<file path="src/rtl/riscv_pkg.sv">
// rtl/riscv_pkg.sv - architectural CSR addresses, interrupt bit positions and cause codes
package riscv_pkg;

  localparam logic [11:0] CSR_MSTATUS_ADDR   = 12'h300;
  localparam logic [11:0] CSR_MISA_ADDR      = 12'h301;
  localparam logic [11:0] CSR_MIE_ADDR       = 12'h304;
  localparam logic [11:0] CSR_MTVEC_ADDR     = 12'h305;
  localparam logic [11:0] CSR_MSCRATCH_ADDR  = 12'h340;
  localparam logic [11:0] CSR_MEPC_ADDR      = 12'h341;
  localparam logic [11:0] CSR_MCAUSE_ADDR    = 12'h342;
  localparam logic [11:0] CSR_MTVAL_ADDR     = 12'h343;
  localparam logic [11:0] CSR_MIP_ADDR       = 12'h344;
  localparam logic [11:0] CSR_MCYCLE_ADDR    = 12'hB00;
  localparam logic [11:0] CSR_MINSTRET_ADDR  = 12'hB02;
  localparam logic [11:0] CSR_MCYCLEH_ADDR   = 12'hB80;
  localparam logic [11:0] CSR_MINSTRETH_ADDR = 12'hB82;
  localparam logic [11:0] CSR_MHARTID_ADDR   = 12'hF14;

  localparam int MIP_MTIP_BIT = 7;
  localparam int MIP_MEIP_BIT = 11;

  localparam logic [4:0] CAUSE_ILLEGAL_INSTR = 5'd2;
  localparam logic [4:0] CAUSE_BREAKPOINT    = 5'd3;
  localparam logic [4:0] CAUSE_ECALL_M       = 5'd11;
  localparam logic [4:0] CAUSE_IRQ_TIMER_M   = 5'd7;
  localparam logic [4:0] CAUSE_IRQ_EXT_M     = 5'd11;

endpackage

</file>
<file path="src/rtl/tartaruga_pkg.sv">
// rtl/tartaruga_pkg.sv - core-local CSR types: operation encoding, mstatus bits, mtvec modes
package tartaruga_pkg;

  typedef enum logic [1:0] {
    CSR_RW = 2'd1,
    CSR_RS = 2'd2,
    CSR_RC = 2'd3
  } csr_op_t;

  localparam int MSTATUS_MIE_BIT  = 3;
  localparam int MSTATUS_MPIE_BIT = 7;
  localparam int MSTATUS_MPP_LSB  = 11;

  typedef enum logic [1:0] {
    MTVEC_DIRECT   = 2'd0,
    MTVEC_VECTORED = 2'd1
  } mtvec_mode_t;

endpackage

</file>
<file path="src/rtl/csr_counter.sv">
// rtl/csr_counter.sv - 64-bit event counter with independent lo/hi software write ports
module csr_counter (
  input  logic        clk_i,
  input  logic        rstn_i,
  input  logic        i_inc,
  input  logic        i_wr_lo,
  input  logic        i_wr_hi,
  input  logic [31:0] i_wdata_lo,
  input  logic [31:0] i_wdata_hi,
  output logic [63:0] o_count
);

  logic [63:0] r_count;
  logic [63:0] w_inc;

  // Carry into the high half always comes from the pre-write value.
  assign w_inc   = r_count + {63'd0, i_inc};
  assign o_count = r_count;

  always_ff @(posedge clk_i or negedge rstn_i) begin
    if (!rstn_i) begin
      r_count <= '0;
    end else begin
      r_count[31:0]  <= i_wr_lo ? i_wdata_lo : w_inc[31:0];
      r_count[63:32] <= i_wr_hi ? i_wdata_hi : w_inc[63:32];
    end
  end

endmodule

</file>
<file path="src/rtl/csr_file.sv">
// rtl/csr_file.sv - M-mode CSR file with trap/mret handling; CSR_COUNTERS_EN adds mcycle/minstret
module csr_file
  import tartaruga_pkg::*;
  import riscv_pkg::*;
#(
  parameter int              XLEN        = 32,
  parameter logic [XLEN-1:0] MTVEC_RESET = 'h0000_0100,
  parameter logic [XLEN-1:0] HART_ID     = '0
) (
  input  logic            clk_i,
  input  logic            rstn_i,
  input  logic            csr_req_i,
  input  csr_op_t         csr_op_i,
  input  logic            csr_wr_i,
  input  logic [11:0]     csr_addr_i,
  input  logic [XLEN-1:0] csr_wdata_i,
  output logic [XLEN-1:0] csr_rdata_o,
  output logic            csr_illegal_o,
  input  logic            xcpt_i,
  input  logic            xcpt_irq_i,
  input  logic [4:0]      xcpt_code_i,
  input  logic [XLEN-1:0] xcpt_pc_i,
  input  logic [XLEN-1:0] xcpt_value_i,
  input  logic            mret_i,
  input  logic            instr_retired_i,
  input  logic            irq_ext_i,
  input  logic            irq_timer_i,
  output logic            irq_pending_o,
  output logic [XLEN-1:0] trap_vector_o,
  output logic [XLEN-1:0] epc_o
);

  logic            r_mstatus_mie;
  logic            r_mstatus_mpie;
  logic            r_mie_meie;
  logic            r_mie_mtie;
  logic [XLEN-1:0] r_mtvec;
  logic [XLEN-1:0] r_mscratch;
  logic [XLEN-1:0] r_mepc;
  logic            r_mcause_irq;
  logic [4:0]      r_mcause_code;
  logic [XLEN-1:0] r_mtval;

  logic [XLEN-1:0] w_mstatus, w_misa, w_mie, w_mip, w_mcause;
  logic [XLEN-1:0] w_old, w_new;
  logic            w_impl, w_ro, w_illegal, w_we;
  logic [XLEN-1:0] w_tvec_base;

  always_comb begin
    w_mstatus = '0;
    w_mstatus[MSTATUS_MIE_BIT]                        = r_mstatus_mie;
    w_mstatus[MSTATUS_MPIE_BIT]                       = r_mstatus_mpie;
    w_mstatus[MSTATUS_MPP_LSB+1:MSTATUS_MPP_LSB]      = 2'b11;
    w_misa = '0;
    w_misa[XLEN-1 -: 2] = (XLEN == 64) ? 2'd2 : 2'd1;
    w_misa[8]           = 1'b1;
    w_mie = '0;
    w_mie[MIP_MEIP_BIT] = r_mie_meie;
    w_mie[MIP_MTIP_BIT] = r_mie_mtie;
    w_mip = '0;
    w_mip[MIP_MEIP_BIT] = irq_ext_i;
    w_mip[MIP_MTIP_BIT] = irq_timer_i;
    w_mcause = '0;
    w_mcause[XLEN-1] = r_mcause_irq;
    w_mcause[4:0]    = r_mcause_code;
  end

`ifdef CSR_COUNTERS_EN
  logic [63:0] w_mcycle, w_minstret, w_new64;
  logic        w_wr_cyc_lo, w_wr_cyc_hi, w_wr_ins_lo, w_wr_ins_hi;
  logic [31:0] w_wdata_hi;

  assign w_new64     = 64'(w_new);
  assign w_wdata_hi  = (XLEN == 64) ? w_new64[63:32] : w_new64[31:0];
  assign w_wr_cyc_lo = w_we && csr_addr_i == CSR_MCYCLE_ADDR;
  assign w_wr_ins_lo = w_we && csr_addr_i == CSR_MINSTRET_ADDR;
  assign w_wr_cyc_hi = (XLEN == 64) ? w_wr_cyc_lo : (w_we && csr_addr_i == CSR_MCYCLEH_ADDR);
  assign w_wr_ins_hi = (XLEN == 64) ? w_wr_ins_lo : (w_we && csr_addr_i == CSR_MINSTRETH_ADDR);

  csr_counter u_mcycle (
    .clk_i      (clk_i),
    .rstn_i     (rstn_i),
    .i_inc      (1'b1),
    .i_wr_lo    (w_wr_cyc_lo),
    .i_wr_hi    (w_wr_cyc_hi),
    .i_wdata_lo (w_new64[31:0]),
    .i_wdata_hi (w_wdata_hi),
    .o_count    (w_mcycle)
  );

  csr_counter u_minstret (
    .clk_i      (clk_i),
    .rstn_i     (rstn_i),
    .i_inc      (instr_retired_i),
    .i_wr_lo    (w_wr_ins_lo),
    .i_wr_hi    (w_wr_ins_hi),
    .i_wdata_lo (w_new64[31:0]),
    .i_wdata_hi (w_wdata_hi),
    .o_count    (w_minstret)
  );
`else
  logic w_unused_retired;
  assign w_unused_retired = instr_retired_i;
`endif

  always_comb begin
    w_old  = '0;
    w_impl = 1'b1;
    w_ro   = 1'b0;
    case (csr_addr_i)
      CSR_MSTATUS_ADDR:  w_old = w_mstatus;
      CSR_MISA_ADDR:     begin w_old = w_misa;  w_ro = 1'b1; end
      CSR_MHARTID_ADDR:  begin w_old = HART_ID; w_ro = 1'b1; end
      CSR_MIE_ADDR:      w_old = w_mie;
      CSR_MIP_ADDR:      begin w_old = w_mip;   w_ro = 1'b1; end
      CSR_MTVEC_ADDR:    w_old = r_mtvec;
      CSR_MSCRATCH_ADDR: w_old = r_mscratch;
      CSR_MEPC_ADDR:     w_old = r_mepc;
      CSR_MCAUSE_ADDR:   w_old = w_mcause;
      CSR_MTVAL_ADDR:    w_old = r_mtval;
`ifdef CSR_COUNTERS_EN
      CSR_MCYCLE_ADDR:    w_old = XLEN'(w_mcycle);
      CSR_MINSTRET_ADDR:  w_old = XLEN'(w_minstret);
      CSR_MCYCLEH_ADDR:   begin w_old = XLEN'(w_mcycle[63:32]);   w_impl = (XLEN == 32); end
      CSR_MINSTRETH_ADDR: begin w_old = XLEN'(w_minstret[63:32]); w_impl = (XLEN == 32); end
`endif
      default:           w_impl = 1'b0;
    endcase
  end

  always_comb begin
    w_new = csr_wdata_i;
    case (csr_op_i)
      CSR_RS:  w_new = w_old | csr_wdata_i;
      CSR_RC:  w_new = w_old & ~csr_wdata_i;
      default: w_new = csr_wdata_i;
    endcase
  end

  assign w_illegal     = csr_req_i & (~w_impl | (csr_wr_i & (w_ro | (csr_addr_i[11:10] == 2'b11))));
  assign w_we          = csr_req_i & csr_wr_i & ~w_illegal & ~xcpt_i;
  assign csr_illegal_o = rstn_i & w_illegal;
  assign csr_rdata_o   = (rstn_i && csr_req_i && !w_illegal) ? w_old : '0;

  assign irq_pending_o = r_mstatus_mie & ((irq_ext_i & r_mie_meie) | (irq_timer_i & r_mie_mtie));
  assign epc_o         = r_mepc;
  assign w_tvec_base   = {r_mtvec[XLEN-1:2], 2'b00};
  // Modes 2/3 are reserved and fall back to direct.
  assign trap_vector_o = (mtvec_mode_t'(r_mtvec[1:0]) == MTVEC_VECTORED && xcpt_irq_i)
                         ? w_tvec_base + XLEN'({xcpt_code_i, 2'b00}) : w_tvec_base;

  always_ff @(posedge clk_i or negedge rstn_i) begin
    if (!rstn_i) begin
      r_mstatus_mie  <= 1'b0;
      r_mstatus_mpie <= 1'b0;
      r_mie_meie     <= 1'b0;
      r_mie_mtie     <= 1'b0;
      r_mtvec        <= MTVEC_RESET;
      r_mscratch     <= '0;
      r_mepc         <= '0;
      r_mcause_irq   <= 1'b0;
      r_mcause_code  <= '0;
      r_mtval        <= '0;
    end else begin
      if (xcpt_i) begin
        r_mstatus_mpie <= r_mstatus_mie;
        r_mstatus_mie  <= 1'b0;
      end else if (mret_i) begin
        r_mstatus_mie  <= r_mstatus_mpie;
        r_mstatus_mpie <= 1'b1;
      end else if (w_we && csr_addr_i == CSR_MSTATUS_ADDR) begin
        r_mstatus_mie  <= w_new[MSTATUS_MIE_BIT];
        r_mstatus_mpie <= w_new[MSTATUS_MPIE_BIT];
      end

      if (xcpt_i) begin
        r_mepc        <= {xcpt_pc_i[XLEN-1:2], 2'b00};
        r_mcause_irq  <= xcpt_irq_i;
        r_mcause_code <= xcpt_code_i;
        r_mtval       <= xcpt_irq_i ? '0 : xcpt_value_i;
      end else begin
        if (w_we && csr_addr_i == CSR_MEPC_ADDR)   r_mepc <= {w_new[XLEN-1:2], 2'b00};
        if (w_we && csr_addr_i == CSR_MCAUSE_ADDR) begin
          r_mcause_irq  <= w_new[XLEN-1];
          r_mcause_code <= w_new[4:0];
        end
        if (w_we && csr_addr_i == CSR_MTVAL_ADDR)  r_mtval <= w_new;
      end

      if (w_we && csr_addr_i == CSR_MIE_ADDR) begin
        r_mie_meie <= w_new[MIP_MEIP_BIT];
        r_mie_mtie <= w_new[MIP_MTIP_BIT];
      end
      if (w_we && csr_addr_i == CSR_MTVEC_ADDR)    r_mtvec    <= w_new;
      if (w_we && csr_addr_i == CSR_MSCRATCH_ADDR) r_mscratch <= w_new;
    end
  end

endmodule

</file>
<file path="config.mk">
export PLATFORM = sky130hd
export DESIGN_NAME = csr_file
export DESIGN_NICKNAME = d
export VERILOG_FILES = /design/src/rtl/riscv_pkg.sv /design/src/rtl/tartaruga_pkg.sv /design/src/rtl/csr_counter.sv /design/src/rtl/csr_file.sv
export SDC_FILE = /design/constraint.sdc
export NUM_CORES = 1
export LEC_CHECK = 0
export CAP_MARGIN = 20
export CORE_MARGIN = 4
export CORE_UTILIZATION = 40
export CTS_CLUSTER_DIAMETER = 200
export CTS_CLUSTER_SIZE = 25
export DETAILED_ROUTE_END_ITERATION = 8
export PLACE_DENSITY = 0.65
export SLEW_MARGIN = 5
export SYNTH_ARGS = -nofsm -noshare
export SYNTH_HDL_FRONTEND = slang
export SYNTH_HIERARCHICAL = 1
export SYNTH_SLANG_ARGS = --single-unit
export TNS_END_PERCENT = 20
</file>
<file path="constraint.sdc">
create_clock -name clk_i -period 3.6 [get_ports clk_i]
set_clock_uncertainty 0.05 [all_clocks]
set_input_delay 0.9 -clock clk_i [delete_from_list [all_inputs] [get_ports clk_i]]
set_output_delay 0.9 -clock clk_i [all_outputs]
set_load 0.005 [all_outputs]
</file>
==> flow_summary.ini <==
[grt]
grt_max_degree = 137
grt_pass1_wl_mm = 58.65
gr-usage-all-layers_pct = 29.05
gr_overflow_total = 0
antenna_found_initial = 0
first_global_vias = 10050

[layout]
finish.utilization_pct = 62.21
highest_count_cells_in_the_layout_ignoring_fill_and_taps = sky130_fd_sc_hd__buf_4 (149), sky130_fd_sc_hd__nand2_1 (138), sky130_fd_sc_hd__clkdlybuf4s50_1 (136), sky130_fd_sc_hd__dfrtp_1 (135), sky130_fd_sc_hd__buf_2 (50)
postLayoutCellArea_mm2 = 0.01413
finish.net_count = 1463
layout.cells.most_common = sky130_fd_sc_hd__buf_4
area.growth.synth_to_final_pct = 52.86
antenna_cells_inserted = 0
final_layout_size_suffix_gt1_share_pct = 34.20
num-fill-cells = 1919

[route]
ant_nets = 0
number_of_search_and_repair_iterations_in_the_first_detailed_routing_pass = 5
routed_wirelength_mm = 37.69
routed-via-count = 9658
wl_per_cell_um = 23.12
viasPerCell = 5.925
drt-initial-drc-count = 685
drc = 0

[setup_path]
slack_of_the_worst_reg_to_reg_path_ns = 1.50
timing_worst_setup_path_type = in -> out
cp.required_ns = 2.65
nature_of_the_critical_path_endpoint = primary output
r2r_start = r_mie_meie
crit_arrival_ns = 2.80
regToRegEndpoint = r_mscratch[11]
worst-r2r-cell-count = 6
critPathLaunchType = primary input
critical_path.max_fanout = 6

[placement]
place_worst_setup_slack_ns = -1.029
placed_area_mm2 = 0.01282
detailedPlacementHpwl_mm = 26.38
gp_congestion = 0.9234
io_buffer_count = 215

[power]
power_leakage_nw = 5.997
power.density_mw_per_mm2 = 297.6
worst_ir_drop_vdd_uv = 230.9
post_layout_total_power_w = 0.004205

[logic_synthesis]
synth_enable_flop_cells = 0
synthesized_area_per_cell_um2 = 9.470
synthesis.yosys.warnings = 6
asyncSetResetFlopFracSynth_pct = 100.0
yosysUniqueCellTypes = 75
postSynthCellCount = 976
yosys_register_bits = 136
seq_area_frac_synth_pct = 36.83
post_synth_instance_area_mm2 = 0.009243
ys_dominant_reg_cell = sky130_fd_sc_hd__dfrtp_1

[outcome]
failed_checks = negative setup slack
status = finished with violations

[worst_hold_path]
timing.hold.worst_path_depth = 1
holdCritStartpoint = r_mscratch[24]
holdCritPathClass = reg -> reg
timing.hold.worst_endpoint = r_mscratch[24]

[cts]
ctsHtreeMaxLevel = 4
clk_path_buf_depth = 2
tritoncts_clock_tree = done
worst_setup_hold_path_clk_slew_ns = 0.06
ctsRootBufferMaster = sky130_fd_sc_hd__clkbuf_16
tritoncts.num_buffers = 17
cts.sink_count = 136
hold_buffers = 0
insertion_delay_ns = 0.42

[timing]
final.setup.tns_ns = -2.206
final_max_slew_viol_count = 0
fin_crit_sh_pct = 104.0
rsz_0062_raised_after_global_routing = yes
period_needed_ns = 3.745
rel_slew_slack_pct = 42.60
finalSetupViolations = 36
fmaxAchievable_mhz = 267.0
final-hold-violation-count = 0
tightest_slew_ns = 0.8610
final.setup.worst_slack_ns = -0.1450

[job]
maxCapViolations = 0

[die]
core_region_area_mm2 = 0.02271
initial_utilization_pct = 40.70
horiz_die_dim_um = 160.0
dieHeight_um = 160.0
rows = 55
floorplan.die_area_mm2 = 0.02560
io_pins = 223
[routing by layer]
| metal | global-route usage [%] | up-vias | part of all wire (%) |
|---|---|---|---|
| met3 | 8.258 | 70 | 9.6 |
| met4 | 8.408 | 0 | 2.5 |
| li1 | - | 4360 | - |
| met5 | 0 | - | 0 |
| met1 | 39.08 | 4732 | 42 |
| met2 | 45.88 | 496 | 46 |
[worst max-delay path, cell delays in order]
cell,delay [ns]
sky130_fd_sc_hd__buf_8,0.10
sky130_fd_sc_hd__or3b_4,0.38
sky130_fd_sc_hd__mux2_4,0.28
sky130_fd_sc_hd__nor3_4,0.19
sky130_fd_sc_hd__buf_6,0.13
sky130_fd_sc_hd__o311ai_4,0.10
sky130_fd_sc_hd__buf_12,0.18
sky130_fd_sc_hd__buf_8,0.13
sky130_fd_sc_hd__a311oi_4,0.23
sky130_fd_sc_hd__buf_2,0.17
[area by class of cell]
type	count	area, um^2	area share, %
clock inverters	11	123.9	0.8767
inverters	35	131.4	0.9299
flip-flops and latches	136	3405	24.10
clock buffers	21	450.4	3.188
repair buffers	412	3729	26.39
multi-input cells	730	5933	41.99
well taps	285	356.6	2.524
[registers in the layout (all words and copies together), names as in the netlist, 5 cells and up]
signal	cells
epc_o	30
r_mcause_code	5
r_mscratch	32
r_mtval	32
r_mtvec	32
[through the flow]
stage,cells,hold WS (ns)
after global routing,1630,0.4568
after CTS,1629,0.4316
after floorplan,979,0.3960
after detailed placement,1561,0.4189
final,1630,0.4337
after global placement,1561,0.4119
[cell families (layout without fill, tap and decap cells)]
logic type / count (synthesis) / in the layout / share of synthesized area [%]
AO/OA/AOI/OAI: 309 / 310 / 28.74
XOR/XNOR: 26 / 26 / 2.464
adder cells (fa/ha/maj): 6 / 6 / 0.8935
buffers and inverters: 114 / 479 / 5.496
flip-flops: 136 / 136 / 36.84
multiplexers: 85 / 85 / 9.896
other: 1 / 4 / 0.04057
AND/OR/NAND/NOR: 299 / 299 / 15.64
[cells in the mapped netlist (5+ instances only)]
cell,count,area (um^2)
sky130_fd_sc_hd__a31oi_1,11,68.82
sky130_fd_sc_hd__nor2b_1,6,37.54
sky130_fd_sc_hd__and4_1,5,43.79
sky130_fd_sc_hd__clkbuf_1,45,168.9
sky130_fd_sc_hd__o31a_1,8,70.07
sky130_fd_sc_hd__nor3_1,11,55.05
sky130_fd_sc_hd__nand4_1,11,68.82
sky130_fd_sc_hd__o31ai_1,12,90.09
sky130_fd_sc_hd__a22oi_2,17,212.7
sky130_fd_sc_hd__dfrtp_1,135,3378
sky130_fd_sc_hd__and3_1,13,81.33
sky130_fd_sc_hd__buf_2,18,90.09
sky130_fd_sc_hd__o31ai_2,19,237.7
sky130_fd_sc_hd__o22a_1,42,367.9
sky130_fd_sc_hd__nand3_1,18,90.09
sky130_fd_sc_hd__nor2_1,55,206.5
sky130_fd_sc_hd__xnor2_1,25,219.0
sky130_fd_sc_hd__nor4_1,5,31.28
sky130_fd_sc_hd__ha_1,5,62.56
sky130_fd_sc_hd__a22oi_1,20,150.1
sky130_fd_sc_hd__o2111ai_1,11,96.34
sky130_fd_sc_hd__mux2_1,28,315.3
sky130_fd_sc_hd__inv_1,35,131.4
sky130_fd_sc_hd__o21a_1,24,180.2
sky130_fd_sc_hd__nand2_1,139,521.8
sky130_fd_sc_hd__o31ai_4,15,319.1
sky130_fd_sc_hd__a21oi_1,26,130.1
sky130_fd_sc_hd__o32ai_1,22,192.7
sky130_fd_sc_hd__buf_4,11,82.58
sky130_fd_sc_hd__o21ai_0,41,205.2
sky130_fd_sc_hd__mux2_2,23,259.0
sky130_fd_sc_hd__and2_1,7,43.79
sky130_fd_sc_hd__mux2i_1,34,340.3
[worst max-delay path by stage]
stage                         startpoint                end  slack (ns)  cells after the start
after CTS                  csr_addr_i[6]    csr_rdata_o[12]       -0.14                     10
final                      csr_addr_i[6]    csr_rdata_o[12]       -0.15                     10
after global placement    xcpt_code_i[0]  trap_vector_o[10]       -1.04                     11
after floorplan            csr_addr_i[6]     csr_rdata_o[3]        0.08                      7
after global routing       csr_addr_i[6]    csr_rdata_o[12]       -0.19                     12
after detailed placement   csr_addr_i[1]    csr_rdata_o[12]       -1.03                      8
[power by group]
part           internal, W  switching, W
registers          0.00161     0.0000642
clock network      0.00104      0.000717
logic             0.000396      0.000381
[timing repair]
item                       CTS  global route
pin swaps                   46            25
setup endpoints to repair   63            56
buffers inserted            32             3
gates cloned                 4             0
resized for setup          364            62
No activity file was read; power rests on OpenSTA's default activity.
